===== src/rtl/command_decoder.sv =====
// Frame parser: assembles SYNC/OPCODE/SA/EA/CHK frames from the UART receiver,
// validates them and hands opcode plus address range to the processor via valid/ack.
module command_decoder #(
    parameter logic [7:0]  SYNC_BYTE      = 8'hA5,
    parameter int unsigned TIMEOUT_CYCLES = 1_000_000
) (
    input  logic        clk,
    input  logic        rst,
    input  logic [7:0]  rx_byte,
    input  logic        rx_done,
    input  logic        cmd_ack,
    output logic [7:0]  command,
    output logic [15:0] start_address,
    output logic [15:0] end_address,
    output logic        cmd_valid,
    output logic        frame_error,
    output logic [1:0]  error_code
);

    localparam int unsigned CNT_W = (TIMEOUT_CYCLES > 2) ? $clog2(TIMEOUT_CYCLES) : 1;
    localparam logic [CNT_W-1:0] CNT_LAST = CNT_W'(TIMEOUT_CYCLES - 1);

    localparam logic [1:0] ERR_CHECKSUM = 2'd0;
    localparam logic [1:0] ERR_OPCODE   = 2'd1;
    localparam logic [1:0] ERR_RANGE    = 2'd2;
    localparam logic [1:0] ERR_TIMEOUT  = 2'd3;

    typedef enum logic [2:0] {
        S_SYNC,
        S_OPCODE,
        S_SA_HI,
        S_SA_LO,
        S_EA_HI,
        S_EA_LO,
        S_CHECK,
        S_HOLD
    } state_t;

    state_t           state_q, state_d;
    logic             rx_done_q, rx_done_d;
    logic [CNT_W-1:0] cnt_q, cnt_d;
    logic [7:0]       op_q, op_d;
    logic [15:0]      sa_q, sa_d;
    logic [15:0]      ea_q, ea_d;
    logic [7:0]       command_q, command_d;
    logic [15:0]      start_address_q, start_address_d;
    logic [15:0]      end_address_q, end_address_d;
    logic             cmd_valid_q, cmd_valid_d;
    logic             frame_error_q, frame_error_d;
    logic [1:0]       error_code_q, error_code_d;

    logic             byte_ev;
    logic             in_frame;
    logic [7:0]       chk_calc;

    assign byte_ev  = rx_done & ~rx_done_q;
    assign in_frame = (state_q != S_SYNC) && (state_q != S_HOLD);
    assign chk_calc = op_q ^ sa_q[15:8] ^ sa_q[7:0] ^ ea_q[15:8] ^ ea_q[7:0];

    always_comb begin
        state_d         = state_q;
        rx_done_d       = rx_done;
        cnt_d           = cnt_q;
        op_d            = op_q;
        sa_d            = sa_q;
        ea_d            = ea_q;
        command_d       = command_q;
        start_address_d = start_address_q;
        end_address_d   = end_address_q;
        cmd_valid_d     = cmd_valid_q;
        frame_error_d   = 1'b0;
        error_code_d    = error_code_q;

        if (!in_frame) begin
            cnt_d = '0;
        end else if (byte_ev) begin
            cnt_d = '0;
        end else if (cnt_q == CNT_LAST) begin
            // Inter-byte gap exhausted; a byte arriving on this same edge would have won above.
            cnt_d         = '0;
            frame_error_d = 1'b1;
            error_code_d  = ERR_TIMEOUT;
            state_d       = S_SYNC;
        end else begin
            cnt_d = cnt_q + 1'b1;
        end

        case (state_q)
            S_SYNC: begin
                if (byte_ev && rx_byte == SYNC_BYTE) state_d = S_OPCODE;
            end
            S_OPCODE: if (byte_ev) begin
                op_d    = rx_byte;
                state_d = S_SA_HI;
            end
            S_SA_HI: if (byte_ev) begin
                sa_d[15:8] = rx_byte;
                state_d    = S_SA_LO;
            end
            S_SA_LO: if (byte_ev) begin
                sa_d[7:0] = rx_byte;
                state_d   = S_EA_HI;
            end
            S_EA_HI: if (byte_ev) begin
                ea_d[15:8] = rx_byte;
                state_d    = S_EA_LO;
            end
            S_EA_LO: if (byte_ev) begin
                ea_d[7:0] = rx_byte;
                state_d   = S_CHECK;
            end
            S_CHECK: if (byte_ev) begin
                state_d = S_SYNC;
                if (rx_byte != chk_calc) begin
                    frame_error_d = 1'b1;
                    error_code_d  = ERR_CHECKSUM;
                end else if (op_q > 8'h01) begin
                    frame_error_d = 1'b1;
                    error_code_d  = ERR_OPCODE;
                end else if (sa_q > ea_q) begin
                    frame_error_d = 1'b1;
                    error_code_d  = ERR_RANGE;
                end else begin
                    command_d       = op_q;
                    start_address_d = sa_q;
                    end_address_d   = ea_q;
                    cmd_valid_d     = 1'b1;
                    state_d         = S_HOLD;
                end
            end
            S_HOLD: begin
                if (cmd_ack) begin
                    cmd_valid_d = 1'b0;
                    command_d   = 8'hFF;
                    state_d     = S_SYNC;
                end
            end
            default: state_d = S_SYNC;
        endcase
    end

    always_ff @(posedge clk) begin
        if (rst) begin
            state_q         <= S_SYNC;
            rx_done_q       <= 1'b1;
            cnt_q           <= '0;
            op_q            <= '0;
            sa_q            <= '0;
            ea_q            <= '0;
            command_q       <= 8'hFF;
            start_address_q <= '0;
            end_address_q   <= '0;
            cmd_valid_q     <= 1'b0;
            frame_error_q   <= 1'b0;
            error_code_q    <= '0;
        end else begin
            state_q         <= state_d;
            rx_done_q       <= rx_done_d;
            cnt_q           <= cnt_d;
            op_q            <= op_d;
            sa_q            <= sa_d;
            ea_q            <= ea_d;
            command_q       <= command_d;
            start_address_q <= start_address_d;
            end_address_q   <= end_address_d;
            cmd_valid_q     <= cmd_valid_d;
            frame_error_q   <= frame_error_d;
            error_code_q    <= error_code_d;
        end
    end

    assign command       = command_q;
    assign start_address = start_address_q;
    assign end_address   = end_address_q;
    assign cmd_valid     = cmd_valid_q;
    assign frame_error   = frame_error_q;
    assign error_code    = error_code_q;

endmodule


===== config.mk =====
export PLATFORM = sky130hd
export DESIGN_NAME = command_decoder
export DESIGN_NICKNAME = d
export VERILOG_FILES = /design/src/rtl/command_decoder.sv
export SDC_FILE = /design/constraint.sdc
export NUM_CORES = 1
export LEC_CHECK = 0
export ABC_AREA = 1
export BUFFER_PORTS_ARGS = -buffer_cell sky130_fd_sc_hd__clkbuf_2
export CORE_MARGIN = 5
export CORE_UTILIZATION = 51
export DETAILED_ROUTE_END_ITERATION = 6
export PLACE_DENSITY = 0.75
export SYNTH_ARGS = -nofsm -noshare
export SYNTH_HDL_FRONTEND = slang
export SYNTH_SLANG_ARGS = --single-unit

===== constraint.sdc =====
create_clock -name clk -period 5.1 [get_ports clk]
set_clock_uncertainty 0.2 [all_clocks]
set_input_delay 0.51 -clock clk [delete_from_list [all_inputs] [get_ports clk]]
set_output_delay 0.51 -clock clk [all_outputs]
set_load 0.01 [all_outputs]

## After elaboration in Yosys (flattened, before gate mapping)

Index checks and enable logic that the tools add are counted.

| storage, ports and cells | value |
|---|---|
| register bits | 108 |
| bits of input ports | 12 |
| logic and storage cells | 99 |

| cells by class | value |
|---|---|
| $add $sub $neg | 1 |
| order comparisons | 2 |
| equal/unequal tests | 16 |
| mux-type cells | 43 |
| bitwise operators | 10 |
| reductions and logical operators | 13 |

Operator list:

| cell | count |
|---|---|
| 2-to-1 mux 3 bit | 14 |
| 2-to-1 mux 8 bit | 5 |
| XOR 8 bit | 4 |
| case mux 3 bit (8 select lines) | 1 |
| adder 20 x 1 -> 20 bit (second input constant) | 1 |
| equality test 20 bit (second input constant) | 1 |
| > comparator 16 bit | 1 |
| 2-to-1 mux 2 bit | 8 |
| case mux 8 bit (2 select lines) | 1 |
| 2-to-1 mux 1 bit | 13 |
| equality test 3 bit (second input constant) | 4 |
| != test 2 bit (second input constant) | 5 |
| AND reduction 2 bit | 5 |
| equality test 8 bit (second input constant) | 1 |
| > comparator 8 x 1 -> 1 bit (second input constant) | 1 |
| != test 8 bit | 1 |
| equality test 3 x 2 -> 1 bit (second input constant) | 2 |
| AND reduction 6 bit | 1 |
| NOT 1 bit | 5 |
| AND reduction 5 bit | 1 |
| OR reduction 4 bit | 1 |
| equality test 3 x 1 -> 1 bit (second input constant) | 1 |
| logical NOT 3 bit | 1 |
| != test 3 bit (second input constant) | 1 |
| other kinds (5) | 6 |

## Longest topological paths before layout

Gate-level depths: netlist of the first run.

| depth | value |
|---|---|
| depth in word-level cells | 9 |
| depth in mapped cells | 19 |
| gate-level depth less buffers | 19 |

## Least setup slack after synthesis of the first run

Ideal clock, no wire load.

| timing path | value |
|---|---|
| kind | input to register |
| start | in rx_byte[1] |
| end | reg start_address_q[8], in the netlist start_address[8] |
| setup time | 0.116 ns |
| arrival time | 1.752 ns |
| slack | 3.032 ns |
| stages | 12 |
| path buffers | 1 |
| cell sequence | or2_1 > nand2_1 > nand2_1 > nand3_1 > nand2_1 > nor2_1 > nand2_1 > nor2_4 > nand4_4 > buf_6 > o21ai_1 > a21oi_1 |

| on the way | value |
|---|---|
| cells in the longest elaborated chain, start to end | 3 |

Ends and longest elaborated chain:

| what | RTL line | RTL |
|---|---|---|
| from (decl) | 9 | `input logic [7:0] rx_byte,` |
| != test 8 bit | 114 | `if (rx_byte != chk_calc) begin` |
| NOT 1 bit (no source line) | - |  |
| AND reduction 5 bit (no source line) | - |  |
| to (signal assigned) | 164 | `start_address_q <= start_address_d;` |
| to (decl) | 46 | `logic [15:0] start_address_q, start_address_d;` |

No other way between the ends.
A chain may end at the register's enable or synchronous reset.

## Worst setup path in the final report of the first run

| timing path | value |
|---|---|
| start | reg ea_q[7] |
| end | reg end_address_q[2], in the netlist end_address[2] |

| on the way | value |
|---|---|
| cells in the longest elaborated chain, start to end | 4 |
| elaborated cells between the ends (all ways) | 6 |
| classes of those cells | 1 x order compare; 1 x eq/ne; 3 x bitwise; 1 x reduce/logical |

Ends and longest elaborated chain:

| what | RTL line | RTL |
|---|---|---|
| from (decl) | 44 | `logic [15:0] ea_q, ea_d;` |
| from (signal assigned) | 149 | `ea_q <= '0;` |
| from (signal assigned) | 162 | `ea_q <= ea_d;` |
| parallel branches: the longest is 3 deep, another holds > comparator 16 bit | - |  |
| AND reduction 5 bit (no source line) (*) | - |  |
| to (signal assigned) | 165 | `end_address_q <= end_address_d;` |
| to (decl) | 47 | `logic [15:0] end_address_q, end_address_d;` |

Mark *: on every way between the ends.

==> results of run 1 <==
## final timing paths
path	endpoint	slack, ps	cells past startpoint
min reg2reg	end_address[14]$_SDFFE_PP0P_	250	2
max reg2reg	end_address[2]$_SDFFE_PP0P_	2040	11
min	rx_done_q$_SDFF_PP1_	150	3
max	end_address[2]$_SDFFE_PP0P_	2040	11
## final cells by class
class                           count  area (um2)
Multi-Input combinational cell    514        2550
Clock buffer                       11         131
Inverter                          126         475
Clock inverter                      4        51.3
Sequential cell                   108        2160
Fill cell                         988        4410
Tap cell                          136         170
Timing Repair Buffer               56         283
## stage by stage
step / instances / hold WS, ps
final: 955 / 147
after global routing: 955 / 167
after CTS: 955 / 134
after detailed placement: 940 / 234
after global placement: 940 / 229
after floorplan: 770 / 218
## state kept, by name, summed over array words and instances, names as in the netlist
name,cells
error_code,2
cnt_q,20
end_address,16
op_q,8
ea_q,16
rx_done_q,1
frame_error,1
cmd_valid,1
state_q,3
start_address,16
sa_q,16
command,8
## synthesized netlist by cell type, drive strengths merged, types with 2 or more instances
library cell  count  area (um2)
inv             124         468
o31ai             3        22.5
o21ai            83         415
nand4            11        83.8
dfxtp           108        2160
nand3b            5        37.5
a31oi             3        18.8
nor4              4        25.0
and3b             2        17.5
or2               2        12.5
nor3b             6        45.0
clkbuf           13        48.8
nor3             13        70.1
ha               17         213
nand3            40         200
a21oi            92         460
nor2             53         216
buf               9        82.6
nand2           173         659
a211oi            2        15.0
clkinv            2        7.51
## cell families (layout without fill, tap and decap cells)
family | count (synthesis) | in the layout
buffers and inverters | 148 | 197
AND/OR/NAND/NOR | 310 | 310
AO/OA/AOI/OAI | 185 | 185
XOR/XNOR | 2 | 2
flip-flops | 108 | 108
adder cells (fa/ha/maj) | 17 | 17
## routing by layer
layer	part of all wire (%)	routed length (um)
met2	47	6150
met1	44	5720
met4	2.8	357
met5	0	0
met3	5.6	721
## power by group
group / internal (mW) / switching (mW) / total (mW)
combinational: 0.0155 / 0.0354 / 0.0509
clock: 0.225 / 0.289 / 0.514
sequential: 0.843 / 0.000333 / 0.843
total: 1.08 / 0.325 / 1.41
## worst max-delay path, delay by kind of cell (launching register included)
kind                       cells  cell delay [ps]
AOI/OAI and AO/OA              3              670
adders and majority gates      1              300
buffers and inverters          1              100
DFF                            1              470
and+or+nand+nor                6             1170
==> impl_results.md, run 1 <==
* Number of global-route vias before repair at 4765
* DR iter-0 viols at approximately 290
* Num rows at 37
* Seq cells post-synth at ~110
* GP Congestion at 0.855
* Worst skew pair latency at 370 ps
* Most frequent cells in the layout: nand2_1, inv_1, dfxtp_1, a21oi_1
* Synth warn at 0
* Largest net degree at the start of global routing at 82
* Core area at 0.0102 mm2
* Status: complete, no violations
* PnR Total Power at 1.41 mW
* Synth unique cells at 36
* Reg-to-Reg Start: ea_q[7]$_SDFFE_PP0P_
* Hold Startpoint: rx_done
* Final Setup Violations at 0
* Slew margin rel. at roughly 23%
* Tightest Hold Check Type: input pin to register
* Fin worst setup slack at 2040 ps
* Fraction of registers with async set/reset at 0%
* Slew @ Worst Pin at between 1000 and 1500 ps
* Pre-CTS setup slack at 1990 ps
* Initial Util at 52.0%
* Most frequent cell on the critical path: nand2_1
* Final Hold Fails at 0
* Cell count after synthesis at 770
* EDFF count, synth at 0
* Tcrit/Tclk final at 60.1%
* Initial antenna violation count at 0
* CP Class: register to register
* Post-Route Setup TNS at 0 ps
* Hold_buf cts at 0
* Clock root buffer: clkbuf_8
* Top_reg_cell synth: dfxtp_1
* XOR/XNOR share of the synthesized area at 0.329%
* Max Transition Viols Final at 0
* Gr usage total at just over 20%
* Total setup buffers inserted after CTS at 0
* Ant. Diodes at 0
* Met2 GRT Util at 34.6%
* Fin util at between 50 and 60%
* Critical-path top delay cell: nand4_4
* Largest family of logic cells by synthesized area: simple AND/OR/NAND/NOR gates
* Via count at 5038
* Drt via density at between 5 and 6
* Maxcap violations at 0
* # IOs at 56
* Clock tree buffer depth at 2
* Dpl cell area at 0.00564 mm2
* DIE AREA at 0.0126 mm2
* Routed Antenna Nets at 0
* Final nets at between 800 and 900
* CTS tree: yes
* Die Wd at 112 um
* Drc violations at 0
* Compound-Gate Fraction of Synth Area at ~18%
* Final worst path period need at 3060 ps
* Global route total overflow at 0
* CP Cell Sequence: inv_2 > ha_1 > a21o_1 > nor2_1 > nand2_1 > nand2_1 > nand2_1 > nand2_1 > nand4_4 > o21ai_0 > a21oi_1
* Fmax at 326 MHz
* Crit path max fanout at 64
* Detailed Place HPWL at 9470 um
* Post-synthesis mux area share at 0%
* Crit path launch: ea_q[7]$_SDFFE_PP0P_
* Adder-Cell Fraction of Synth Area at under 10%
* Worst setup EP type: register
* Crit start category: register
* Routing usage on met1 at 26.3%
* PortBufs at 55
* GRT busiest layer: met2
* PwrDens at 242 mW/mm2
* Met3 Track Usage GR at 3.72%
* Area growth syn-to-layout at 9.48%
* Worst VDD drop at 119 uV
* Fraction of layout cells with a size suffix above 1 at 10.7%
* Mapped Area at 0.00532 mm2
* Routed WL at 12900 um
* Most common cell after layout, fill and taps aside: nand2_1
* Clock-pin slew on the worst setup and hold paths at 100 ps
* Post-synthesis simple-gate area fraction at 25.8%
* Detailed-router iteration count before antenna repair at 5
* H-tree depth at 3
* First-pass GRT wire length at ~22000 um
* Design Area, Final at 0.00583 mm2
* RSZ-0062 raised after global routing: false
* Leak at 2.45 nW
* Worst EP required at 5140 ps
* Post-synthesis net count at 799
* CTS buffer count at 9
* # clock sinks at ~110
* CP peak stage delay at 670 ps
* Seq/Total Area, Yosys at 40.6%
* Crit path DAT at between 3000 and 4000 ps
* WL/cell at 13.6 um
* Die H at 112 um
* Avg Inst Size Synth at 6.91 um2
* Post-CTS Resized at 0
Power figures use the tool's default switching activity.
==> inputs of run 2 (changes only) <==
==> constraint.sdc (replaced) <==
create_clock -name clk -period 2.9 [get_ports clk]
set_clock_uncertainty 0.2 [all_clocks]
set_input_delay 0.29 -clock clk [delete_from_list [all_inputs] [get_ports clk]]
set_output_delay 0.29 -clock clk [all_outputs]
set_load 0.01 [all_outputs]
==> run 2 against run 1 <==
  * Die area is the same
  * Final cell count up 0.84%
  * Clock power increased by 81%
  * Routed wire length is 0.90% lower
  * Sequential share of layout area shrank 0.52 points
  * Largest cell class unchanged
==> impl_results.md, run 2 (synthesis gave the netlist of run 1 again) <==
* CP Class: register to register
* Post-CTS Resized at 0
* Dpl cell area at 0.00570 mm2
* Tcrit/Tclk final at 93.6%
* Number of global-route vias before repair at 4685
* Gr usage total at between 20% and 30%
* Final worst path period need at 2710 ps
* Leak at 2.50 nW
* Slew margin rel. at 53.7%
* Reg2Reg Depth at 12
* Ant. Diodes at 0
* Worst VDD drop at 307 uV
* Routing usage on met1 at a little over a quarter
* DIE AREA at ~0.013 mm2
* Met3 Track Usage GR at 3.40%
* Worst skew pair latency at roughly 370 ps
* PwrDens at 425 mW/mm2
* Worst hold path depth at 2
* WL/cell at roughly 13 um
* Worst EP required at 2960 ps
* # IOs at 56
* PortBufs at 55
* Fin util at 57.7%
* Die H at 112 um
* Crit path max fanout at 24
* Num rows at 37
* Initial antenna violation count at 0
* Drt via density at 5.24
* Crit path DAT at 2770 ps
* Post-Place Cells at 946
* Core area at a little over 0.01 mm2
* Max Transition Viols Final at 0
* Tightest Hold Check Type: input pin to register
* Initial Util at 52.0%
* Slew @ Worst Pin at roughly 700 ps
* Die Wd at 112 um
* Via count at roughly 5000
* R2R Path End: start_address[11]$_SDFFE_PP0P_
* Clock tree buffer depth at 2
* Clock root buffer: clkbuf_8
* Hold Path End: state_q[1]$_SDFF_PP0_
* First-pass GRT wire length at about 22000 um
* Fraction of layout cells with a size suffix above 1 at 11.7%
* Crit start category: register
* Most common cell after layout, fill and taps aside: nand2_1
* Final Hold Fails at 0
* Design Area, Final at 0.00591 mm2
* Maxcap violations at 0
* Global route total overflow at 0
* # clock sinks at approximately 110
* GP Congestion at 0.889
* Status: complete, no violations
* Register with the most flip-flops: cnt_q
* RSZ-0062 raised after global routing: false
* Area growth syn-to-layout at 11.0%
* Final Setup Violations at 0
* Non-Filler Instances at 963
* CTS tree: yes
* Max FFs per register at 20
* H-tree depth at 3
* Routed Antenna Nets at 0
* Routed WL at 12800 um
* Hold Startpoint: rst
* GRT busiest layer: met2
* Detailed-router iteration count before antenna repair at 5
* Detailed Place HPWL at around 9600 um
* Largest net degree at the start of global routing at 82
* Reg-to-Reg Start: ea_q[7]$_SDFFE_PP0P_
* CTS buffer count at 9
* DR iter-0 viols at 266
* Fmax at approximately 370 MHz
* Post-Route Setup TNS at 0 ps
* Clock-pin slew on the worst setup and hold paths at 100 ps
* Drc violations at 0
* Met2 GRT Util at about a third
* FF-to-FF setup slack at 190 ps
* Final nets at around 850
* Worst setup EP type: register
* Most frequent cells in the layout: nand2_1, inv_1, dfxtp_1, a21oi_1
* WHS at 11.7 ps
run 2: cell count changes in the layout (fill, tap and decap cells not counted), sizes merged:
cell         delta
inv             +2
clkbuf          -2
buf             +6
clkinv          +1
dlygate4sd3     +1
run 2: how the worst max path moves through the flow:
stage                              start                              to  slack (ps)  depth (start not counted)
global route        ea_q[7]$_SDFFE_PP0P_  start_address[11]$_SDFFE_PP0P_           5                         12
detailed placement  ea_q[7]$_SDFFE_PP0P_  start_address[11]$_SDFFE_PP0P_         190                         12
floorplan           ea_q[7]$_SDFFE_PP0P_         command[1]$_SDFFE_PP1P_         860                         15
global placement    ea_q[7]$_SDFFE_PP0P_  start_address[11]$_SDFFE_PP0P_         260                         12
finish              ea_q[7]$_SDFFE_PP0P_  start_address[11]$_SDFFE_PP0P_         190                         12
CTS                 ea_q[7]$_SDFFE_PP0P_  start_address[11]$_SDFFE_PP0P_         180                         12
run 2: layout make-up:
cell class | instances | area [um2]
Clock buffer | 9 | 124
Multi-Input combinational cell | 514 | 2550
Inverter | 126 | 475
Sequential cell | 108 | 2160
Tap cell | 136 | 170
Fill cell | 970 | 4320
Clock inverter | 7 | 73.8
Timing Repair Buffer | 63 | 350
run 2: stage by stage:
step | setup slack (ps) | power (mW)
after floorplan | 861 | 1.58
after global placement | 262 | 1.61
after detailed placement | 192 | 1.61
after CTS | 179 | 2.53
after global routing | 5.03 | 2.61
final | 187 | 2.51
run 2: power breakdown:
part	total, mW	switching, mW	internal [mW]	leakage, nW
Combinational	0.0941	0.0653	0.0288	1.53
Clock	0.932	0.527	0.404	0.100
Sequential	1.48	0.000577	1.48	0.870
Total	2.51	0.593	1.92	2.50
run 2: timing repair:
action	4_1_cts	5_1_grt
setup endpoints to repair	0	0
hold buffers	1	0
buffers inserted	0	0
endpoints found under the hold margin	1	0
run 2: layer usage:
layer | up-vias | wire length (um)
li1 | 2606 | -
met1 | 2279 | 5740
met2 | 142 | 6160
met3 | 19 | 670
met4 | 0 | 257
met5 | - | 0
run 2: critical path, stage by stage, from the launching register on:
cell	delay, ps
dfxtp_1	440
inv_2	90
ha_1	290
a21o_1	170
nor2_1	120
nand2_1	60
nand2_1	50
nand2_1	90
nand2_1	150
nand4_4	350
buf_12	300
o21ai_1	230
a21oi_1	70
